## src/rtl/shift_pkg.sv

```systemverilog
// Shared definitions for the multi-cycle shift unit: sizes, op codes and FSM states.
package shift_pkg;

    localparam int unsigned WIDTH = 32;
    localparam int unsigned SHW   = 5;

    // Shift operation encodings as driven by the control unit
    typedef enum logic [1:0] {
        OP_SLL = 2'b00,
        OP_SRL = 2'b01,
        OP_SRA = 2'b10,
        OP_ROR = 2'b11
    } shift_op_e;

    // Sequencer FSM states
    typedef enum logic [1:0] {
        S_IDLE   = 2'b00,
        S_SHIFT  = 2'b01,
        S_FINISH = 2'b10
    } state_e;

endpackage

```

## src/rtl/shift_sequencer_if.sv

```systemverilog
// Request/response bundle between the control unit (master) and the shift sequencer (slave).
//   start   : request a shift (accepted only when busy=0)
//   op      : 00 SLL, 01 SRL, 10 SRA, 11 ROR
//   shamt   : shift amount, sampled with start
//   operand : value to shift, sampled with start
//   busy    : request in progress
//   done    : one-cycle pulse when result becomes valid
//   result  : shifted value, held until the next accepted request
interface shift_sequencer_if;
    import shift_pkg::*;

    logic             start;
    logic [1:0]       op;
    logic [SHW-1:0]   shamt;
    logic [WIDTH-1:0] operand;
    logic             busy;
    logic             done;
    logic [WIDTH-1:0] result;

    modport master (
        output start, op, shamt, operand,
        input  busy, done, result
    );

    modport slave (
        input  start, op, shamt, operand,
        output busy, done, result
    );

endinterface

```

## src/rtl/shift_step.sv

```systemverilog
// One-bit shift/rotate step of a WIDTH-bit value.
//   r        : current value
//   op       : shift operation (shift_op_e encoding)
//   r_next_c : value after one step (combinational)
module shift_step
    import shift_pkg::*;
(
    input  logic [WIDTH-1:0] r,
    input  logic [1:0]       op,
    output logic [WIDTH-1:0] r_next_c
);

    always_comb begin
        r_next_c = r;
        case (op)
            OP_SLL:  r_next_c = {r[WIDTH-2:0], 1'b0};
            OP_SRL:  r_next_c = {1'b0, r[WIDTH-1:1]};
            OP_SRA:  r_next_c = {r[WIDTH-1], r[WIDTH-1:1]};
            OP_ROR:  r_next_c = {r[0], r[WIDTH-1:1]};
            default: r_next_c = r;
        endcase
    end

endmodule

```

## src/rtl/shift_sequencer.sv

```systemverilog
// Multi-cycle shift controller: shifts the captured operand one bit per clock
// and pulses done when the result is valid.
//   CLK   : clock
//   reset : asynchronous active-low reset
//   bus   : request/response bundle (slave side)
module shift_sequencer
    import shift_pkg::*;
(
    input  logic              CLK,
    input  logic              reset,
    shift_sequencer_if.slave  bus
);

    state_e           state_q, state_d;
    logic [SHW-1:0]   count_q, count_d;
    logic [1:0]       op_q, op_d;
    logic [WIDTH-1:0] result_q, result_d;
    logic             busy_q, busy_d;
    logic             done_q, done_d;
    logic [WIDTH-1:0] step_c;

    shift_step u_step (
        .r        (result_q),
        .op       (op_q),
        .r_next_c (step_c)
    );

    // State and datapath registers
    always_ff @(posedge CLK or negedge reset) begin
        if (!reset) begin
            state_q  <= S_IDLE;
            count_q  <= '0;
            op_q     <= '0;
            result_q <= '0;
            busy_q   <= 1'b0;
            done_q   <= 1'b0;
        end else begin
            state_q  <= state_d;
            count_q  <= count_d;
            op_q     <= op_d;
            result_q <= result_d;
            busy_q   <= busy_d;
            done_q   <= done_d;
        end
    end

    // Next-state and next-output logic; busy/done are derived from the next state
    // so they are registered and aligned with the state they describe.
    always_comb begin
        state_d  = state_q;
        count_d  = count_q;
        op_d     = op_q;
        result_d = result_q;

        case (state_q)
            S_IDLE: begin
                if (bus.start) begin
                    result_d = bus.operand;
                    op_d     = bus.op;
                    count_d  = bus.shamt;
                    state_d  = (bus.shamt == '0) ? S_FINISH : S_SHIFT;
                end
            end
            S_SHIFT: begin
                result_d = step_c;
                count_d  = count_q - SHW'(1);
                if (count_q == SHW'(1)) begin
                    state_d = S_FINISH;
                end
            end
            S_FINISH: begin
                state_d = S_IDLE;
            end
            default: begin
                state_d = S_IDLE;
            end
        endcase

        busy_d = (state_d != S_IDLE);
        done_d = (state_d == S_FINISH);
    end

    assign bus.busy   = busy_q;
    assign bus.done   = done_q;
    assign bus.result = result_q;

endmodule
```

## src/flat_wrapper.sv

```systemverilog
// flat-port wrapper written by rule: the top's interface ports become plain ports
module shift_sequencer_flat import shift_pkg::*;
  (CLK, reset, bus_start, bus_op, bus_shamt, bus_operand, bus_busy, bus_done, bus_result);
  shift_sequencer_if bus_i ();
  input  logic CLK;
  input  logic reset;
  input wire logic [$bits(bus_i.start)-1:0] bus_start;
  input wire logic [$bits(bus_i.op)-1:0] bus_op;
  input wire logic [$bits(bus_i.shamt)-1:0] bus_shamt;
  input wire logic [$bits(bus_i.operand)-1:0] bus_operand;
  output wire logic [$bits(bus_i.busy)-1:0] bus_busy;
  output wire logic [$bits(bus_i.done)-1:0] bus_done;
  output wire logic [$bits(bus_i.result)-1:0] bus_result;
  assign bus_i.start = bus_start;
  assign bus_i.op = bus_op;
  assign bus_i.shamt = bus_shamt;
  assign bus_i.operand = bus_operand;
  assign bus_busy = bus_i.busy;
  assign bus_done = bus_i.done;
  assign bus_result = bus_i.result;
  shift_sequencer u_core (.CLK(CLK), .reset(reset), .bus(bus_i));
endmodule
```

## config.mk

```make
export PLATFORM = sky130hd
export DESIGN_NAME = shift_sequencer_flat
export DESIGN_NICKNAME = d
export VERILOG_FILES = /design/src/rtl/shift_pkg.sv /design/src/rtl/shift_sequencer_if.sv /design/src/rtl/shift_step.sv /design/src/rtl/shift_sequencer.sv /design/src/flat_wrapper.sv
export SDC_FILE = /design/constraint.sdc
export NUM_CORES = 1
export LEC_CHECK = 0
export ABC_AREA = 1
export CORE_MARGIN = 2
export CORE_UTILIZATION = 47
export CTS_CLUSTER_DIAMETER = 120
export DETAILED_ROUTE_END_ITERATION = 6
export GPL_TIMING_DRIVEN = 0
export PLACE_DENSITY = 0.8
export SLEW_MARGIN = 15
export SYNTH_ARGS = -nofsm -noshare
export SYNTH_HDL_FRONTEND = slang
export SYNTH_HIERARCHICAL = 1
export SYNTH_SLANG_ARGS = --single-unit
```

## constraint.sdc

```tcl
create_clock -name CLK -period 1.6 [get_ports CLK]
set_input_delay 0.32 -clock CLK [delete_from_list [all_inputs] [get_ports CLK]]
set_output_delay 0.32 -clock CLK [all_outputs]
set_load 0.02 [all_outputs]
```

# Word-level counts from Yosys, hierarchy flattened
# Index checks and enable logic that the tools add are counted.
op_classes:
  add_sub_neg: 1
  multipliers: 0
  div: 0
  n_lt_le_gt_ge: 0
  eq_ne: 8
  n_shift: 0
  n_mux: 9
  n_bitwise: 0
  n_reduce_logical: 8
op_table:
  columns: ["op", "count"]
  rows:
  - ["$pmux W32 S4", 1]
  - ["$pmux W32 S2", 1]
  - ["$mux W32", 1]
  - ["$pmux W5 S2", 1]
  - ["$eq A2 B2 Y1 const B", 3]
  - ["$mux W2", 3]
  - ["$eq A5 B1 Y1 const B", 1]
  - ["$logic_not A5 Y1", 1]
  - ["$mux W5", 1]
  - ["$sub A5 B1 Y5 const B", 1]
  - ["$eq A2 B1 Y1 const B", 2]
  - ["$logic_not A2 Y1", 2]
  - ["$ne A2 B2 Y1 const B", 2]
  - ["$pmux W2 S2", 1]
  - ["$reduce_and A2 Y1", 2]
  - ["$reduce_bool A2 Y1", 2]
  - ["$reduce_and A3 Y1", 1]
word_totals:
  ff_bits: 43
  latch_bits: 0
  mem_bits_rw: 0
  rom_bits: 0
  elab_cells: 33
  n_memories: 0

# Logic depth before layout (Yosys ltp)
# Gate-level depths: netlist (run 1).
depth:
  word_depth: 5
  ltp_mapped: 8

# Hierarchy
# The synthesis (run 1) kept the hierarchy.
by_module_without_submodules:
  columns: ["module", "instances", "cells_each", "area_each_um2", "seq_area_each_um2"]
  rows:
  - ["shift_sequencer", 1, 247, 2047.0, 1076.0]
  - ["shift_step", 1, 107, 485.5, 0.0]

# Worst setup path after synthesis (run 1)
# No wires, ideal clock.
synth_timing:
  path_type: "register to register"
  startpoint: "register u_core.op_q[0]"
  endpoint: "register u_core.result_q[13] (netlist: u_core/bus.result[13])"
  setup_ns: 0.121
  arrival_ns: 1.013
  required_ns: 1.479
  path_slack_ns: 0.466
  stages_incl_launch_ff: 6
  period_less_slack_ns: 1.134
  path_cell_list: "dfrtp_1 -> buf_2 -> o21ai_0 -> nand2_1 -> o21ai_0 -> o21ai_1"
synth_between:
  elab_chain_len: 3
  word_cells_on_any_way: 6
  cone_classes: "eq/ne (3); mux (2); reduce/logical (1)"
synth_rtl:
  columns: ["item", "line", "text"]
  rows:
  - ["from (decl)", "shift_sequencer.sv:16", "logic [1:0] op_q, op_d;"]
  - ["from (signal assigned)", "shift_sequencer.sv:40", "op_q <= op_d;"]
  - ["$eq A2 B2 Y1, or another cell as far along", "shift_step.sv:15", "case (op)"]
  - ["$pmux W32 S4 (*)", "shift_step.sv:15", null]
  - ["named net u_core.step_c[13]", "shift_sequencer.sv:20", "logic [WIDTH-1:0] step_c;"]
  - ["$pmux W32 S2 (*)", "shift_sequencer.sv:55", "case (state_q)"]
  - ["to (signal assigned)", "shift_sequencer.sv:41", "result_q <= result_d;"]
  - ["to (decl)", "shift_sequencer.sv:17", "logic [WIDTH-1:0] result_q, result_d;"]
# Mark *: on every way through the listed nets, which the timed path passes. The rest lies on a longest branch.
# A chain may end at the register's enable or synchronous reset.

# Worst setup path after layout (run 1)
layout_timing:
  startpoint: "register u_core.done_q (netlist: u_core/bus.done)"
  endpoint: "output port bus_done"
layout_rtl:
  columns: ["item", "line", "text"]
  rows:
  - ["from (decl)", "shift_sequencer.sv:19", "logic done_q, done_d;"]
  - ["from (signal assigned)", "shift_sequencer.sv:43", "done_q <= done_d;"]
  - ["to (decl)", "flat_wrapper.sv:12", "output wire logic [$bits(bus_i.done)-1:0] bus_done;"]
# No word-level cell between the ends.

==> metrics.txt, run 1 <==
# port buffers=75; PwrDens=2120 mW/mm²; failing checks=hold timing; final net count=481; worst vdd ir=0.860 mV; Placer Congestion=0.847; global-route wire length before repair=11.4 mm; die span in y=77.4 µm; critical path arrival=1240 ps; synthesized netlist cell count=354; sequential share of the synthesized area=42.5%; CTS clock-pin slew for the worst setup and hold paths=80 ps; clk_lat worst skew=300 ps; drc violations=0; largest net degree at the start of global routing=24; total CTS buffers=5; # hold bufs at CTS=0; Post-DP HPWL=4.92 mm; GRT Util Overall=23.4%; Max H-tree Level=2; multi-input logic area=0.00123 mm²; TritonCTS clock tree=built; Tcrit/Tclk final=97.4%; Synth Register Bits=43; Clk pwr share=9.4%; delay-heaviest family, CP=buffers and inverters; switching power=3.57 mW; Tmin final=1560 ps; initial DRC count=205; fill count=502; Ant. Diodes=0; DRT antenna net count=0; Tightest Pin Transition=531 ps; Crit path buffers/inverters=1; CTS max path bufs=2; Unique masters post-synth=20; Syn Area/Cell=7.15 µm²; Worst Hold Slack=-9.37 ps; CP cell instances=clkdlybuf4s50_1; Max-Slew Margin vs Limit=64.6%; Clock Skew=6.35 ps; Finished Core Util=66.8%; Fin. Hold Viols=17; dpl ws=11.0 ps; Pins Over Slew Limit=0; max cap viols=0; Worst Hold Class=input pin to asynchronous set/reset pin; root buffer cell=clkbuf_8; Core ar.=0.00514 mm²; row cnt=26; Yosys Warn Count=6; IO Pins=76; sequential power share=30.7%; gr ovfl total=0; most frequent cells in the layout=nand2_1, o21ai_1, o21ai_0; P&R area growth vs syn=35.6%; Setup TNS=0 ps; combinational share of power=60.0%; slowest CP cell=clkdlybuf4s50_1; status=complete, but fails checks; syn nets=398; commonest non-fill, non-tap cell in the layout=nand2_1; Mapped Area=0.00253 mm²; critical path class=register to output port; crit path max fanout=1; RSZ-0062 raised after global routing=no; share of post-route cells with drive strength above 1=8.68%; Avg WL per Cell=13.4 µm; vias per inst=5.30; Initial Util=49.3%; Reg area=0.00108 mm²; initial antenna violation count=0; sw frac=49.0%; Int Pwr=3.72 mW; Pre-antenna DRT Iters=7; Fmax=642 MHz; Static Leak=1.63 nW; critical path required time=1280 ps; synth top area cells=dfrtp_1, nand2_1, o21ai_1; DR vias=2,694; fin worst setup slack=41.9 ps; Setup-failing EPs final=0; Horiz. Die Dim=77.4 µm; Synth area leader=dfrtp_1; final wirelength=6.80 mm; Die ar.=0.00599 mm²; vias in the first global route=2,487; Critical Path Source Type=register; share of the synthesized area in the top cell type=42.5%; CP endpoint kind=output port; crit-path max cell delay=610 ps; # clock sinks=43
registers in the layout (all words and copies together) (netlist names):
name and cells:
u_core/count_q 5, u_core/op_q 2, u_core/bus.busy 1, u_core/bus.done 1
u_core/bus.result 32, u_core/state_q 2
layout make-up:
type	count	share of cell area, %
multi-input combinational	277	36.0
sequential	43	31.3
timing repair buffer	76	21.3
buffer	23	5.17
tap	70	2.55
clock buffer	7	2.22
inverter	11	1.28
clock inverter	1	0.146
per-layer routing:
layer	vias to the layer above	global-route usage, %	part of all wire, %
met5	-	0	0
met4	0	6.79	1.2
met3	9	4.07	6.5
met2	105	40.3	48
met1	1262	30.2	44
li1	1318	-	-
cells in the mapped netlist:
library cell  instances
nor2_1               40
nand2_4               3
inv_1                 7
a21oi_1               1
buf_6                 7
xor2_1                1
o21ai_0              45
nor3_1                1
buf_2                 7
inv_4                 1
clkbuf_1              1
inv_2                 3
dfrtp_1              43
nor2_4                1
ha_1                  2
o22ai_1               2
nand2_1             118
nand3_1              11
buf_4                 8
o21ai_1              52
per-stage QoR:
stage / std cells / power, mW / cell area (µm²) / hold slack, ps
after floorplan: 354 / 5.20 / 2530 / 24.4
after global placement: 499 / 6.76 / 3370 / 487
after global routing: 508 / 7.92 / 3430 / 19.4
after detailed placement: 500 / 6.90 / 3390 / 325
after CTS: 508 / 7.28 / 3430 / 4.42
final: 508 / 7.30 / 3430 / -9.37
power groups by stage:
stage                     combinational (mW)  sequential [mW]  clock (mW)
final                                   4.37             2.24       0.684
after global placement                  4.50             2.25           0
after detailed placement                4.64             2.26           0
after floorplan                         2.56             2.64           0
after CTS                               4.36             2.23       0.697
after global routing                    4.87             2.32       0.733
cells by family (layout without fill, tap and decap cells):
group	Yosys count	after routing	share of synthesized area [%]
and+or+nand+nor	174	174	27.6
AOI/OAI and AO/OA	100	100	19.9
DFF	43	43	42.5
buffers and inverters	34	118	8.75
adders and majority gates	2	2	0.988
xor gates and xnor gates	1	1	0.346
timing repair:
| item | 4_1_cts | 5_1_grt |
|---|---|---|
| setup buffers | 0 | 0 |
| setup endpoints to repair | 32 | 0 |
| resized for setup | 32 | 0 |
path summary, 6_finish.rpt:
check                                       from                     to  slack, ps  cells past startpoint
setup / recovery                 u_core/bus.done               bus_done         40                      1
hold / removal                             reset  u_core/bus.result[28]         -9                      1
setup reg to reg                  u_core/op_q[0]   u_core/bus.result[9]        220                      5
hold reg to reg            u_core/bus.result[10]  u_core/bus.result[10]        540                      2
max in group asynchronous                  reset  u_core/bus.result[11]       1110                      2
min in group CLK           u_core/bus.result[10]  u_core/bus.result[10]        540                      2
Power figures use the tool's default switching activity.
==> inputs of run 2 (changes only) <==
- CTS_BUF_LIST: default -> sky130_fd_sc_hd__clkbuf_16
- SLEW_MARGIN: 15 -> default
==> run 2 against run 1 <==
- the flow now finishes without violations
- critical path depth did not move
- routed wire length decreased by 0.19%
- via count is 0.52% lower
- worst hold slack gained 24 ps
- flip-flop and latch count stayed put
- first-iteration DRC count rose by 6.8%
- setup slack better by 21 ps
==> metrics.txt, run 2 (synthesis results as in run 1) <==
CP cell instances=clkdlybuf4s50_1; dpl ws=11.0 ps (unchanged); Fin. Hold Viols=0 (-17); RSZ-0062 raised after global routing=no; Static Leak=1.67 nW (+2.1%); row cnt=26 (unchanged); Die ar.=0.00599 mm² (unchanged); Finished Core Util=67.9% (+1.1 points); PwrDens=2170 mW/mm² (+2.0%); worst vdd ir=0.896 mV (+4.2%); critical path arrival=1220 ps (-20 ps); initial antenna violation count=0 (unchanged); P&R area growth vs syn=37.8%; drc violations=0 (unchanged); switching power=3.58 mW (+0.30%); met1 Usage GRT=30.3% (+0.076 points); Horiz. Die Dim=77.4 µm (unchanged); met3 usage=5.47% (+1.4 points); slowest CP cell=clkdlybuf4s50_1; sequential power share=29.6% (-1.1 points); Tcrit/Tclk final=96.1% (-1.3 points); R2R Path Start=u_core/op_q[0]; Crit path buffers/inverters=1 (unchanged); sw frac=47.3% (-1.6 points); die span in y=77.4 µm (unchanged); Setup-failing EPs final=0 (unchanged); Ant. Diodes=0 (unchanged); r2r endpoint=u_core/bus.result[9]; crit path max fanout=1 (unchanged); critical path class=register to output port; root buffer cell=clkbuf_16; Clk pwr share=12.7% (+3.3 points); Pre-antenna DRT Iters=4 (-3); Tmin final=1540 ps (-20.7 ps); Core ar.=0.00514 mm² (unchanged); final net count=481 (unchanged); crit-path max cell delay=610 ps (about the same); initial DRC count=219 (+6.8%); critical path required time=1280 ps (about the same); Max-Slew Margin vs Limit=64.5% (-0.089 points); IO Pins=76 (unchanged); CP endpoint kind=output port; CTS clock-pin slew for the worst setup and hold paths=60 ps (-20 ps); CTS max path bufs=2 (unchanged); Stages on worst setup path=1 (unchanged); Tightest Pin Transition=533 ps (+1.33 ps); DR vias=2,680 (-0.52%); grt met2 use=40.0% (-0.35 points); most frequent cells in the layout=nand2_1, o21ai_1, o21ai_0; Clock Skew=3.37 ps (-2.98 ps); Post-DP HPWL=4.92 mm (unchanged); total CTS buffers=5 (unchanged); Max H-tree Level=2 (unchanged); Placer Congestion=0.847 (unchanged); multi-input logic area=0.00123 mm² (unchanged); Reg area=0.00108 mm² (unchanged); combinational share of power=57.7% (-2.3 points); Worst Hold Class=input pin to asynchronous set/reset pin; DRT antenna net count=0 (unchanged); share of post-route cells with drive strength above 1=8.68% (unchanged); Avg WL per Cell=13.4 µm (-0.19%); delay-heaviest family, CP=buffers and inverters; Fmax=650 MHz (+1.3%); vias in the first global route=2,481 (-0.24%); final wirelength=6.79 mm (-0.19%); clk_lat worst skew=280 ps (-20 ps); launch point of the worst path=u_core/bus.done; commonest non-fill, non-tap cell in the layout=nand2_1; # clock sinks=43 (unchanged); Pins Over Slew Limit=0 (unchanged); Initial Util=49.3% (unchanged); largest net degree at the start of global routing=24 (unchanged); fin worst setup slack=62.6 ps (+20.7 ps); Largest register FFs=32 (unchanged); # port buffers=75 (unchanged); gr ovfl total=0 (unchanged); Reg2Reg Setup Slack=250 ps (+30 ps); post-CTS setup buffers=0 (unchanged); max cap viols=0 (unchanged); TritonCTS clock tree=built; crit path capture=bus_done; vias per inst=5.28 (-0.52%); status=completed; Int Pwr=3.98 mW (+7.0%); GRT Util Overall=23.5% (+0.075 points); Critical Path Source Type=register; GR peak layer=met2; worst reg2reg path depth=5 (unchanged); global-route wire length before repair=11.4 mm (about the same); fill count=491 (-2.2%)
[run 2: worst min-delay path by stage]
stage                      start                    end  slack [ps]  cells after the start
2_1_floorplan              reset        u_core/bus.busy          20                      0
3_3_place_gp   u_core/count_q[4]      u_core/count_q[4]         490                      2
3_5_place_dp               reset  u_core/bus.result[28]         320                      1
4_1_cts                    reset  u_core/bus.result[28]          30                      1
5_1_grt                    reset  u_core/bus.result[28]          40                      1
6_report                   reset  u_core/bus.result[28]          10                      1
[run 2: routing by layer]
| layer | vias up | share of wire, % |
|---|---|---|
| li1 | 1319 | - |
| met1 | 1276 | 45 |
| met2 | 79 | 48 |
| met3 | 6 | 5.4 |
| met4 | 0 | 0.68 |
| met5 | - | 0 |
[run 2: worst register-to-register path: stages (launching register included)]
cell,delay [ps]
dfrtp_1,470
buf_2,220
o21ai_0,170
nand2_1,60
o21ai_0,200
o21ai_0,100
[run 2: through the flow]
step / cell area [µm²] / hold slack, ps / power (mW) / instances / setup TNS, ps
floorplan: 2530 / 24.4 / 5.20 / 354 / 0
global placement: 3370 / 487 / 6.76 / 499 / -40290
detailed placement: 3390 / 325 / 6.90 / 500 / 0
CTS: 3490 / 27.8 / 7.58 / 508 / 0
global route: 3490 / 42.0 / 8.22 / 508 / 0
finish: 3490 / 14.6 / 7.57 / 508 / 0
[run 2: power by group through the flow]
| stage | Clock [mW] | Combinational, mW | Sequential [mW] |
|---|---|---|---|
| after floorplan | 0 | 2.56 | 2.64 |
| after global placement | 0 | 4.50 | 2.25 |
| after detailed placement | 0 | 4.64 | 2.26 |
| after CTS | 0.989 | 4.36 | 2.23 |
| after global routing | 1.03 | 4.86 | 2.32 |
| final | 0.959 | 4.37 | 2.24 |
[run 2: layout make-up]
type | count | share of cell area [%]
inverter | 11 | 1.25
clock inverter | 3 | 0.358
timing repair buffer | 76 | 21.0
multi-input combinational | 277 | 35.4
buffer | 23 | 5.09
tap | 70 | 2.51
sequential | 43 | 30.8
clock buffer | 5 | 3.58
[run 2: what timing repair did]
item / CTS / global route
endpoints found under the setup margin: 32 / 0
hold buffers: 0 / 0
gates resized for setup: 32 / 0
